$ cat config.mk
export PLATFORM = sky130hd
export DESIGN_NAME = prescaler_cfg_arbiter
export DESIGN_NICKNAME = d
export VERILOG_FILES = /design/src/rtl/prescaler_cfg_arbiter.sv
export SDC_FILE = /design/constraint.sdc
export NUM_CORES = 1
export LEC_CHECK = 0
export CORE_AREA = 2 2 87 89
export CTS_CLUSTER_SIZE = 40
export DETAILED_ROUTE_END_ITERATION = 10
export DIE_AREA = 0 0 89 91
export PLACE_DENSITY = 0.95
export SKIP_CTS_REPAIR_TIMING = 1
export SYNTH_ARGS = -nofsm -noshare
export SYNTH_HDL_FRONTEND = slang
export SYNTH_SLANG_ARGS = --single-unit
$ cat constraint.sdc
create_clock -name clk -period 3.05 [get_ports clk]
set_input_delay 0.61 -clock clk [delete_from_list [all_inputs] [get_ports clk]]
set_output_delay 0.61 -clock clk [all_outputs]
set_load 0.01 [all_outputs]
$ cat src/rtl/prescaler_cfg_arbiter.sv
// Round-robin sharing of one Prescaler's new_value input between NREQ config masters.
// Define PRESCALER_ARB_TIMEOUT_EN to abort a grant that sees no terminal-count tick within TIMEOUT cycles.

module prescaler_cfg_arbiter #(
   parameter int          NREQ       = 4,
   parameter logic [31:0] INIT_VALUE = 32'd1,
   parameter int          TIMEOUT    = 256
) (
   input  logic                    clk,
   input  logic                    arst,
   input  logic                    run,
   input  logic [NREQ-1:0]         req,
   input  logic [NREQ*32-1:0]      req_value,
   output logic [NREQ-1:0]         ack,
   output logic [NREQ-1:0]         err,
   output logic                    busy,
   output logic [$clog2(NREQ)-1:0] grant_id,
   output logic                    psc_en,
   output logic [31:0]             psc_new_value,
   input  logic                    psc_clk_en
);

   localparam int ID_W = $clog2(NREQ);

   if (NREQ < 2 || NREQ > 8 || TIMEOUT < 1 || TIMEOUT > 65535) begin : g_bad_cfg
      $error("prescaler_cfg_arbiter: unsupported NREQ or TIMEOUT");
   end

   typedef enum logic [1:0] {IDLE, WAIT1, WAITN, ACK} state_t;

   state_t          state, state_nxt;
   logic [ID_W-1:0] rr_ptr;
   logic [ID_W-1:0] winner;
   logic [31:0]     committed;
   logic            ld_grant;
   logic            ld_commit;
   logic            do_abort;
   logic            expire;

   // First set request at or after ptr, wrapping around.
   function automatic logic [ID_W-1:0] rr_pick(input logic [NREQ-1:0] r,
                                               input logic [ID_W-1:0] ptr);
      logic [ID_W:0]   idx;
      logic [ID_W-1:0] pick;
      logic            found;
      pick  = ptr;
      found = 1'b0;
      for (int i = 0; i < NREQ; i++) begin
         idx = {1'b0, ptr} + (ID_W+1)'(i);
         if (idx >= (ID_W+1)'(NREQ)) idx = idx - (ID_W+1)'(NREQ);
         if (!found && r[idx[ID_W-1:0]]) begin
            pick  = idx[ID_W-1:0];
            found = 1'b1;
         end
      end
      return pick;
   endfunction

   function automatic logic [ID_W-1:0] rr_next(input logic [ID_W-1:0] w);
      return (w == ID_W'(NREQ - 1)) ? '0 : w + ID_W'(1);
   endfunction

   assign winner = rr_pick(req, rr_ptr);
   assign busy   = (state != IDLE);

   always_comb begin
      state_nxt = state;
      ld_grant  = 1'b0;
      ld_commit = 1'b0;
      do_abort  = 1'b0;
      case (state)
         IDLE: begin
            if (|req) begin
               ld_grant  = 1'b1;
               state_nxt = WAIT1;
            end
         end
         // A tick here may come from a reload that still used the old value.
         WAIT1: begin
            if (expire) begin
               do_abort  = 1'b1;
               state_nxt = IDLE;
            end else begin
               state_nxt = WAITN;
            end
         end
         WAITN: begin
            if (psc_clk_en) begin
               ld_commit = 1'b1;
               state_nxt = ACK;
            end else if (expire) begin
               do_abort  = 1'b1;
               state_nxt = IDLE;
            end
         end
         ACK:     state_nxt = IDLE;
         default: state_nxt = IDLE;
      endcase
   end

   always_ff @(posedge clk or posedge arst) begin
      if (arst) begin
         state         <= IDLE;
         rr_ptr        <= '0;
         grant_id      <= '0;
         psc_en        <= 1'b0;
         psc_new_value <= INIT_VALUE;
         committed     <= INIT_VALUE;
         ack           <= '0;
      end else begin
         state  <= state_nxt;
         psc_en <= run;
         ack    <= '0;
         if (ld_grant) begin
            grant_id      <= winner;
            rr_ptr        <= rr_next(winner);
            psc_new_value <= req_value[32*winner +: 32];
         end
         if (ld_commit) begin
            committed <= psc_new_value;
            ack       <= NREQ'(1) << grant_id;
         end
         if (do_abort) psc_new_value <= committed;
      end
   end

`ifdef PRESCALER_ARB_TIMEOUT_EN
   logic [15:0] wait_cnt;
   logic [15:0] wait_cnt_inc;

   assign wait_cnt_inc = wait_cnt + 16'd1;
   // A qualifying tick takes priority over expiry in WAITN.
   assign expire = (state == WAIT1 || state == WAITN) && (wait_cnt_inc >= 16'(TIMEOUT));

   always_ff @(posedge clk or posedge arst) begin
      if (arst) begin
         wait_cnt <= '0;
         err      <= '0;
      end else begin
         err <= do_abort ? (NREQ'(1) << grant_id) : '0;
         if (ld_grant)
            wait_cnt <= '0;
         else if (state == WAIT1 || state == WAITN)
            wait_cnt <= wait_cnt_inc;
      end
   end
`else
   assign expire = 1'b0;
   assign err    = '0;
`endif

endmodule

Word level (Yosys, flattened, before mapping)
Cells that the tools add are included.

Register bits after elaboration: 43. Word-level logic and storage cells: 68. Input port bits: 136. Output and inout port bits: 44.

Reduce and logical (&&, ||, !) cells: 10. Muxes and demuxes: 28. Add/subtract/negate cells: 8. Shifts and indexed selects: 2. Equal/unequal tests: 6. Magnitude comparators: 8.

Operators by type and width (number): 128-bit by 8-bit indexed part select with 32-bit output (1); 2-bit 2-to-1 mux (11); 2-bit by 3-bit less-than comparator with 1-bit output (second input constant) (4); 1-bit 2-to-1 mux (11); 3-bit >= comparator (second input constant) (3); 1-bit binary-select mux with 2-bit select (4); 2-bit one-hot mux with 4 select lines (1); 2-bit by 1-bit subtractor with 2-bit output (second input constant) (4); 2-bit by 2-bit adder with 3-bit output (second input constant) (2); 2-bit == test (second input constant) (3); 4-bit 2-to-1 mux (1); 2-bit inequality test (second input constant) (2); 4-bit OR reduction (1); 1-bit by 2-bit << shifter with 4-bit output (first input constant) (1); 2-bit by 1-bit adder with 3-bit output (second input constant) (1); 2-bit by 3-bit >= comparator with 1-bit output (second input constant) (1); 1-bit logical AND (3); 1-bit zero test (3); 2-bit by 1-bit adder with 2-bit output (second input constant) (1); 2-bit by 1-bit == test with 1-bit output (second input constant) (1); 2-bit zero test (1); 2-bit AND reduction (1); 2-bit nonzero test (1).

Longest topological paths before layout
Gate-level depths: netlist (run 1).

Word-level depth: 16. Gate-level depth with buffers: 8. Depth with buffers taken out: 7.

Worst setup path after synthesis (run 1)
OpenSTA, ideal clock, no wires.

Kind: input -> register. Start point: input port req[0]. End point: register psc_new_value[10]. Path buffers: 2. Cell stages on the path: 7. Setup slack: 1.051 ns. Data arrival time: 1.870 ns. Library setup time: 0.129 ns. Cell sequence: nor2b_1 or4_1 nand2_1 and2_1 buf_2 buf_2 a211oi_1.

Cells in the longest elaborated chain, start to end: 13. Elaborated cells between the ends (all ways): 25. Those cells by class: shift (1); mux (17); reduce/logical (7).

RTL lines: from (decl) (RTL line 12) `input logic [NREQ-1:0] req,`; 1-bit binary-select mux with 2-bit select (RTL line 51) `if (!found && r[idx[ID_W-1:0]]) begin`; 1-bit 2-to-1 mux (not written as such) (RTL line 51); 1-bit 2-to-1 mux (RTL line 51); 1-bit zero test (RTL line 51); 1-bit logical AND (RTL line 51); 1-bit 2-to-1 mux (RTL line 51); 1-bit zero test (RTL line 51); 1-bit logical AND (RTL line 51); 1-bit 2-to-1 mux (RTL line 51); 1-bit zero test (RTL line 51); 1-bit logical AND (RTL line 51); 2-bit 2-to-1 mux (RTL line 51); 128-bit by 8-bit indexed part select with 32-bit output (RTL line 117) `psc_new_value <= req_value[32*winner +: 32];`; to (signal assigned) (RTL line 117); to (signal assigned) (RTL line 123) `if (do_abort) psc_new_value <= committed;`; to (decl) (RTL line 19) `output logic [31:0] psc_new_value,`.

Several ways; a longest one is shown, not always the timed one. The select of a mux whose other input is x is not followed. A chain may end at the register's enable or synchronous reset.

Final worst setup path (run 1)
Start point: input port req[3]. End point: register psc_new_value[1].

Same word-level chain as after synthesis.

==> results.toml, run 1 <==
[timing]
fin_worst_skew_ns = 0.00829
setup_tns_ns = 0
worst_slew_margin_rel = 0.374
setup_viol = 0
fin_hold_ws_ns = 0.477
finalHoldViolCount = 0
period_share = 0.760
finalMaxSlewViolations = 0
fmax_mhz = 431
rsz0062_at_grt = "no"
period_minus_slack_ns = 2.32
worst_pin_slew_ns = 0.938

[logic_synthesis]
async_flop_share = 1.00
ys_ff_latch = 43
yosys_warnings = 0
syn_area_mm2 = 0.00278
yosys.area.top_type = "dfrtp_1"
synth_edf_count = 0
yosysSeqAreaShare = 0.388
synth_top_cell_area_share = 0.379
synth.distinct_cells = 33
yosysMostFrequentCell = "a211oi_1"
synthTopCellsByArea = "dfrtp_1, a211oi_1, mux2i_1"
yosys-top-cells-count = "a211oi_1, dfrtp_1, inv_1, nor2_1"
synth_ff_type = "dfrtp_1"
synth_cells = 311
syn_avg_cell_area_um2 = 8.93

[clock_network]
insertion_delay_ns = 0.29
cts_inserted_buffers = 5
clock_sinks = 43
cts_tree = "done"
cts_max_level = 2
path_clk_slew_ns = 0.09
cts_buffer_depth = 2
cts-root-buf = "clkbuf_8"

[critical_path]
endpoint_kind = "flip-flop"
worstPathRequired_ns = 3.24
path_max_fanout = 16
worst_ep_arrival_time_ns = 2.51
path_class = "in -> reg"
cp-start-kind = "primary input"

[layout]
utilization = 0.658
synthToLayoutAreaGrowth_pct = 69.0
fin_nets = 612
antennaDiodeCount = 0
drive_gt1_frac = 0.0547
final_cell_area_mm2 = 0.00469

[drt]
wl_per_cell_um = 16.1
drc = 0
dr.pass1.iters = 7
vias = 3072
vias_per_cell = 5.35
drt-initial-drc-count = 101
drtAntennaViolNets = 0
wl_um = 9260

[floorplan]
start_util = 0.389
die_height_um = 91
die_area_mm2 = 0.00810
pin_count = 180
core-area_mm2 = 0.00714
num_rows = 31
die_w_um = 89

[power_and_ir_drop]
switching_share = 0.390
power.total_mw = 3.67
ir_worst_vdd_uv = 323
power.density_mw_per_mm2 = 781
power.switching_mw = 1.43
p_clk_frac = 0.145
p_seq_frac = 0.275
p_comb_frac = 0.579
power.leakage_nw = 1.95
internal_power_mw = 2.24

[place]
place.detailed.hpwl_um = 6990
gp_congestion = 0.840
placed_cell_area_mm2 = 0.00456
io_buffer_count = 175

[grt]
grt_pass1_wl_um = 14000
antenna_found_initial = 0
grt_remaining_overflow = 0
grt_pass1_vias = 3026
grtUsageTotal = 0.219
grt_max_degree = 44

[outcome]
outcome = "completed"

[job]
maxCapViolCount = 0

[min_path]
hold_path.class = "reg -> reg"
==> final cells by class <==
cell class / instances / area [µm²]
fillers: 573 / 2440
repair buffers: 185 / 1830
multi-input cells: 202 / 1390
flip-flops and latches: 43 / 1080
inverters: 37 / 139
well taps: 99 / 124
clock buffers: 5 / 68.8
clock inverters: 3 / 67.6
==> cell usage in the layout (no fill, tap or decap), drive strengths merged <==
cell type / netlist / routed
nor3: 3 / 3
nor2b: 5 / 5
a211oi: 64 / 64
or4: 1 / 1
o21a: 1 / 1
xnor2: 1 / 1
o21ai: 4 / 4
clkdlybuf4s50: 0 / 175
nand3: 2 / 2
nand2: 4 / 4
a21oi: 2 / 2
clkbuf: 13 / 5
inv: 37 / 37
a31oi: 32 / 32
nor4: 1 / 1
and3b: 1 / 1
ha: 2 / 2
bufinv: 0 / 2
dfstp: 1 / 1
mux2: 1 / 1
nor2: 37 / 37
clkinvlp: 0 / 1
a211o: 1 / 1
mux2i: 32 / 32
dfrtp: 42 / 42
conb: 1 / 4
and3: 1 / 1
buf: 19 / 10
and2: 1 / 1
o21bai: 1 / 1
o22a: 1 / 1
==> state kept, by name, summed over array words and instances (netlist names) <==
name           flops
rr_ptr             2
psc_en             1
ack                4
psc_new_value     32
state              2
grant_id           2
==> cell families (layout without fill, tap and decap cells) <==
logic type      after synthesis  count (layout)  share of synthesized area
other cells                   1               4                    0.00135
simple gates                 56              56                     0.0901
compound gates              106             106                      0.270
mux                          33              33                      0.119
flops                        43              43                      0.388
fa+ha+maj                     2               2                    0.00901
xor+xnor                      1               1                    0.00316
buf+inv                      69             230                      0.119
==> worst max-delay path, cell delays in order <==
cell and delay [ns]:
clkdlybuf4s50_1 0.57, and3b_1 0.20, or4_1 0.45, nand3_2 0.11, buf_4 0.22, a211oi_1 0.08
a211oi_1 0.25
==> final timing paths <==
kind | from | slack [ns] | end | cells past startpoint
max reg2reg | rr_ptr[1]$_DFFE_PP0P_ | 1.16 | psc_new_value[1]$_DFFE_PP0P_ | 6
min | grant_id[0]$_DFFE_PP0P_ | 0.48 | ack[2]$_DFF_PP0_ | 1
min in group asynchronous | arst | 0.85 | psc_new_value[25]$_DFFE_PP0P_ | 2
max | req[3] | 0.73 | psc_new_value[1]$_DFFE_PP0P_ | 7
max in group asynchronous | arst | 1.61 | psc_new_value[30]$_DFFE_PP0P_ | 2
min reg2reg | grant_id[0]$_DFFE_PP0P_ | 0.48 | ack[2]$_DFF_PP0_ | 1
==> per-layer routing <==
metal,vias to the layer above,routed length [µm],global-route usage
li1,1442,-,-
met1,1437,3390,0.234
met2,167,4840,0.398
met3,26,749,0.0582
met4,0,281,0.0871
met5,-,0,0
==> per-stage QoR <==
stage          instances  worst slack, ns
2_1_floorplan        314             1.05
3_3_place_gp         566            0.526
3_5_place_dp         566            0.436
4_1_cts              574            0.727
5_1_grt              574            0.609
6_report             574            0.732
==> power groups by stage <==
stage,combinational (mW),sequential [mW],clock (mW)
2_1_floorplan,1.15,1.10,0
3_3_place_gp,2.05,1.01,0
3_5_place_dp,2.13,1.02,0
4_1_cts,2.13,1.01,0.545
5_1_grt,2.30,1.04,0.570
6_report,2.12,1.01,0.533
Power figures use the tool's default switching activity.
==> run 2: changes to the inputs <==
--- a/config.mk
+++ b/config.mk
@@ -5,11 +5,11 @@
 export SDC_FILE = /design/constraint.sdc
 export NUM_CORES = 1
 export LEC_CHECK = 0
-export CORE_AREA = 2 2 87 89
+export CORE_AREA = 2 2 90 92
 export CTS_CLUSTER_SIZE = 40
 export DETAILED_ROUTE_END_ITERATION = 10
-export DIE_AREA = 0 0 89 91
-export PLACE_DENSITY = 0.95
+export DIE_AREA = 0 0 92 94
+export PLACE_DENSITY = 0.9
 export SKIP_CTS_REPAIR_TIMING = 1
 export SYNTH_ARGS = -nofsm -noshare
 export SYNTH_HDL_FRONTEND = slang
==> constraint.sdc (replaced) <==
create_clock -name clk -period 2.3 [get_ports clk]
set_input_delay 0.46 -clock clk [delete_from_list [all_inputs] [get_ports clk]]
set_output_delay 0.46 -clock clk [all_outputs]
set_load 0.01 [all_outputs]
==> run 2 against run 1 <==
- non-clock buffer count up 6
- first-iteration DRC count is 0.99% higher
- via count is 0.72% higher
- clock skew is 0.0022 ns lower
- register-to-register slack worse by 0.71 ns
- sequential power increased by 32%
- count of clock-buffer cells in the layout rose by 1
- critical path depth unchanged
- die area grew 6.8%
- final area grew 1.6%
- clock power fell by 2%
- routed wire length rose by 3.0%
- largest cell class unchanged
- highest routed layer unchanged
==> results.toml, run 2 (synthesis results as in run 1) <==
[layout]
top_regs = "psc_new_value (32), ack (4)"
mostFrequentLayoutCells = "clkdlybuf4s50_1, a211oi_1, dfrtp_1"
fin_cells = 583
final_common_cell = "clkdlybuf4s50_1"
fin_nets = 618
synthToLayoutAreaGrowth_pct = 71.7
drive_gt1_frac = 0.0665
largest_reg_flops = 32
final_cell_area_mm2 = 0.00477
utilization = 0.627
regMostFlops = "psc_new_value"
antennaDiodeCount = 0

[critical_path]
worstPathRequired_ns = 2.49
r2r-start = "rr_ptr[1]$_DFFE_PP0P_"
endpoint_kind = "flip-flop"
path_max_fanout = 17
worst_ep_arrival_time_ns = 2.32
cpPeakStageDelay_ns = 0.56
path_class = "in -> reg"
cp-start-kind = "primary input"
critPathLaunch = "req[0]"
crit_chain = "clkdlybuf4s50_1 -> nor2b_1 -> or4_1 -> nand3_2 -> buf_12 -> a211oi_1 -> a211oi_1"
cpMaxStageDelayCell = "or4_1"
cpMostUsedCell = "a211oi_1"

[grt]
grtUsageTotal = 0.222
grt_remaining_overflow = 0
grt_pass1_vias = 3189
grt_max_degree = 35
grt_pass1_wl_um = 15200
antenna_found_initial = 0

[drt]
vias = 3094
wl_um = 9540
drtAntennaViolNets = 0
wl_per_cell_um = 16.4
drc = 0
vias_per_cell = 5.31
drt-initial-drc-count = 102
dr.pass1.iters = 5

[job]
maxCapViolCount = 0

[min_path]
hold_path.class = "reg -> reg"
holdCritStartpoint = "grant_id[0]$_DFFE_PP0P_"

[clock_network]
clock_sinks = 43
cts_inserted_buffers = 5
insertion_delay_ns = 0.29
cts-root-buf = "clkbuf_8"
cts_tree = "done"
cts_buffer_depth = 2
path_clk_slew_ns = 0.09
cts_max_level = 2

[place]
placed_cell_area_mm2 = 0.00467
io_buffer_count = 175
place_inst = 575
place_ws_ns = -0.0879
place.detailed.hpwl_um = 7360
gp_congestion = 0.784

[timing]
fin_worst_skew_ns = 0.00605
fin_ws_ns = 0.169
rsz0062_at_grt = "no"
period_minus_slack_ns = 2.13
setup_viol = 0
setup_tns_ns = 0
finalMaxSlewViolations = 0
period_share = 0.926
fmax_mhz = 469
finalHoldViolCount = 0
fin_hold_ws_ns = 0.494

[floorplan]
die_w_um = 92
die_area_mm2 = 0.00865
start_util = 0.365
pin_count = 180
core-area_mm2 = 0.00761
num_rows = 32
die_height_um = 94

[outcome]
outcome = "completed"

[power_and_ir_drop]
power.density_mw_per_mm2 = 1010
power.leakage_nw = 1.99
ir_worst_vdd_uv = 459
power.total_mw = 4.81
run 2: cell types whose count changed in the layout (fill, tap and decap cells not counted), sizes merged:
cell    delta
bufinv     -2
clkinv     +1
clkbuf     +1
buf        +6
run 2: area by class of cell:
class	instances	area [µm²]
fillers	663	2840
repair buffers	191	1930
multi-input cells	202	1390
flip-flops and latches	43	1080
inverters	37	139
well taps	102	128
clock buffers	6	82.6
clock inverters	2	16.3
run 2: path summary, 6_finish.rpt:
kind	end	slack (ns)	cells after the start
worst min register to register	ack[2]$_DFF_PP0_	0.49	1
worst min-delay path	ack[2]$_DFF_PP0_	0.49	1
min in group asynchronous	psc_en$_DFF_PP0_	0.50	2
worst max register to register	psc_new_value[9]$_DFFE_PP0P_	0.45	6
max in group asynchronous	psc_new_value[0]$_DFFE_PP1P_	1.23	3
worst max-delay path	psc_new_value[9]$_DFFE_PP0P_	0.17	7
run 2: power by group:
| group | switching (mW) | internal (mW) |
|---|---|---|
| Combinational | 1.44 | 1.51 |
| Sequential | 0.210 | 1.12 |
| Clock | 0.276 | 0.245 |
| Total | 1.93 | 2.88 |
run 2: per-layer routing:
layer / up-vias / share of wire / global-route usage
met3: 18 / 0.083 / 0.0658
met1: 1473 / 0.35 / 0.221
li1: 1455 / - / -
met2: 148 / 0.54 / 0.436
met4: 0 / 0.021 / 0.0709
met5: - / 0 / 0
run 2: critical path: cells and delay by family:
| kind | cells | cell delay [ns] |
|---|---|---|
| buffers and inverters | 2 | 0.64 |
| AOI/OAI and AO/OA | 2 | 0.31 |
| and+or+nand+nor | 3 | 0.91 |
==> run 3: changes to the inputs <==
--- a/config.mk
+++ b/config.mk
@@ -5,11 +5,12 @@
 export SDC_FILE = /design/constraint.sdc
 export NUM_CORES = 1
 export LEC_CHECK = 0
-export CORE_AREA = 2 2 90 92
+export CORE_AREA = 2 2 103 105
+export CTS_BUF_LIST = sky130_fd_sc_hd__clkbuf_8
 export CTS_CLUSTER_SIZE = 40
 export DETAILED_ROUTE_END_ITERATION = 10
-export DIE_AREA = 0 0 92 94
-export PLACE_DENSITY = 0.9
+export DIE_AREA = 0 0 105 107
+export PLACE_DENSITY = 0.74
 export SKIP_CTS_REPAIR_TIMING = 1
 export SYNTH_ARGS = -nofsm -noshare
 export SYNTH_HDL_FRONTEND = slang
==> run 3 against run 2 <==
- flip-flop and latch count is the same
- combinational power hardly changed
- sequential share of layout area fell by 0.26 points
- cell count up 5.8%
- largest power group unchanged
- highest routed layer unchanged
==> results.toml, run 3 (synthesis results as in run 1) <==
[outcome]
outcome = "completed"

[min_path]
hold_depth = 1
holdCritStartpoint = "grant_id[0]$_DFFE_PP0P_"
hold_path.class = "reg -> reg"
hold_end = "ack[2]$_DFF_PP0_"

[place]
gp_congestion = 0.832
place.detailed.hpwl_um = 7520
io_buffer_count = 175

[critical_path]
rr_endpoint = "psc_new_value[13]$_DFFE_PP0P_"
path_class = "in -> reg"
rrSetupSlack_ns = 0.44
path_max_fanout = 18
r2r-start = "rr_ptr[1]$_DFFE_PP0P_"
cp-start-kind = "primary input"
worst_ep_arrival_time_ns = 2.33
endpoint_kind = "flip-flop"
cpMaxStageDelayCell = "or4_1"
ff2ff_path_depth = 6
cpPeakStageDelay_ns = 0.56
crit_chain = "clkdlybuf4s50_1 -> nor2b_1 -> or4_1 -> nand2_1 -> and2_1 -> buf_4 -> a211oi_1"
worstPathRequired_ns = 2.46

[timing]
worst_pin_slew_ns = 0.509
worst_slew_margin_rel = 0.660
finalMaxSlewViolations = 0
setup_viol = 0
rsz0062_at_grt = "no"
fin_worst_skew_ns = 0.00830
fmax_mhz = 463
period_share = 0.940
finalHoldViolCount = 0
period_minus_slack_ns = 2.16

[power_and_ir_drop]
power.density_mw_per_mm2 = 1020
p_comb_frac = 0.602
power.total_mw = 4.92
power.switching_mw = 1.96
p_clk_frac = 0.123
p_seq_frac = 0.275
ir_worst_vdd_uv = 334
power.leakage_nw = 2.00
switching_share = 0.398
internal_power_mw = 2.96

[clock_network]
cts-root-buf = "clkbuf_8"
cts_max_level = 2
cts_inserted_buffers = 5
cts_tree = "done"
path_clk_slew_ns = 0.09
insertion_delay_ns = 0.30
clock_sinks = 43
cts_buffer_depth = 2

[drt]
drtAntennaViolNets = 0
vias = 3046
drc = 0
dr.pass1.iters = 4
vias_per_cell = 4.94
wl_um = 9860
wl_per_cell_um = 16.0
drt-initial-drc-count = 163

[grt]
grt_max_degree = 35
grtUsageTotal = 0.173
grt_remaining_overflow = 0
grt_pass1_vias = 3178
grt_pass1_wl_um = 15600
antenna_found_initial = 0

[layout]
num-fill-cells = 987
regMostFlops = "psc_new_value"
largest_reg_flops = 32
antennaDiodeCount = 0
final_common_cell = "clkdlybuf4s50_1"
synthToLayoutAreaGrowth_pct = 73.7
mostFrequentLayoutCells = "clkdlybuf4s50_1, a211oi_1, dfrtp_1"
utilization = 0.478
fin_nets = 618
top_regs = "psc_new_value (32), ack (4)"
drive_gt1_frac = 0.0665

[floorplan]
die_height_um = 107
die_area_mm2 = 0.0112
core-area_mm2 = 0.0101
pin_count = 180
start_util = 0.275
die_w_um = 105
num_rows = 37

[job]
maxCapViolCount = 0
[run 3: cell types whose count changed in the layout (fill, tap and decap cells not counted), sizes merged]
cell,delta
clkinv,+1
clkinvlp,-1
bufinv,+1
clkbuf,-1
[run 3: per-stage QoR]
step	setup WS (ns)	TNS, ns	area (µm²)	hold slack, ns	std cells
global placement	-0.0657	-1.47	4710	0.469	609
floorplan	0.451	0	2790	0.460	314
detailed placement	-0.147	-3.91	4710	0.480	609
CTS	0.159	0	4820	0.493	617
global route	0.0495	0	4820	0.510	617
finish	0.139	0	4820	0.490	617
[run 3: layout make-up]
class                   count  area, µm²  share of cell area
flip-flops and latches     43       1080               0.223
clock inverters             3       43.8             0.00908
multi-input cells         202       1390               0.288
well taps                 136        170              0.0353
repair buffers            191       1930               0.401
clock buffers               5       68.8              0.0143
inverters                  37        139              0.0288
[run 3: routing by layer]
layer,track usage,routed length [µm],up-vias
met1,0.203,4100,1440
met5,0,0,-
li1,-,-,1461
met4,0.0676,155,0
met2,0.308,5020,133
met3,0.0359,591,12
[run 3: worst max path at each step]
stage / startpoint / endpoint / slack [ns] / depth (start not counted)
finish: req[0] / psc_new_value[13]$_DFFE_PP0P_ / 0.14 / 7
global route: req[0] / psc_new_value[13]$_DFFE_PP0P_ / 0.05 / 7
CTS: req[0] / psc_new_value[13]$_DFFE_PP0P_ / 0.16 / 7
detailed placement: req[0] / psc_new_value[13]$_DFFE_PP0P_ / -0.15 / 7
global placement: req[0] / psc_new_value[11]$_DFFE_PP0P_ / -0.07 / 7
floorplan: req[0] / psc_new_value[10]$_DFFE_PP0P_ / 0.45 / 7
[run 3: power by group through the flow]
stage	logic, mW	clock network [mW]	registers (mW)
floorplan	1.52	0	1.46
global placement	2.90	0	1.35
detailed placement	2.99	0	1.36
CTS	2.99	0.617	1.35
global route	3.21	0.645	1.40
finish	2.96	0.603	1.35
[run 3: worst max-delay path: cells and delay by family]
kind	cells	cell delay, ns
compound gates	1	0.12
buf+inv	2	0.74
simple gates	4	1.00
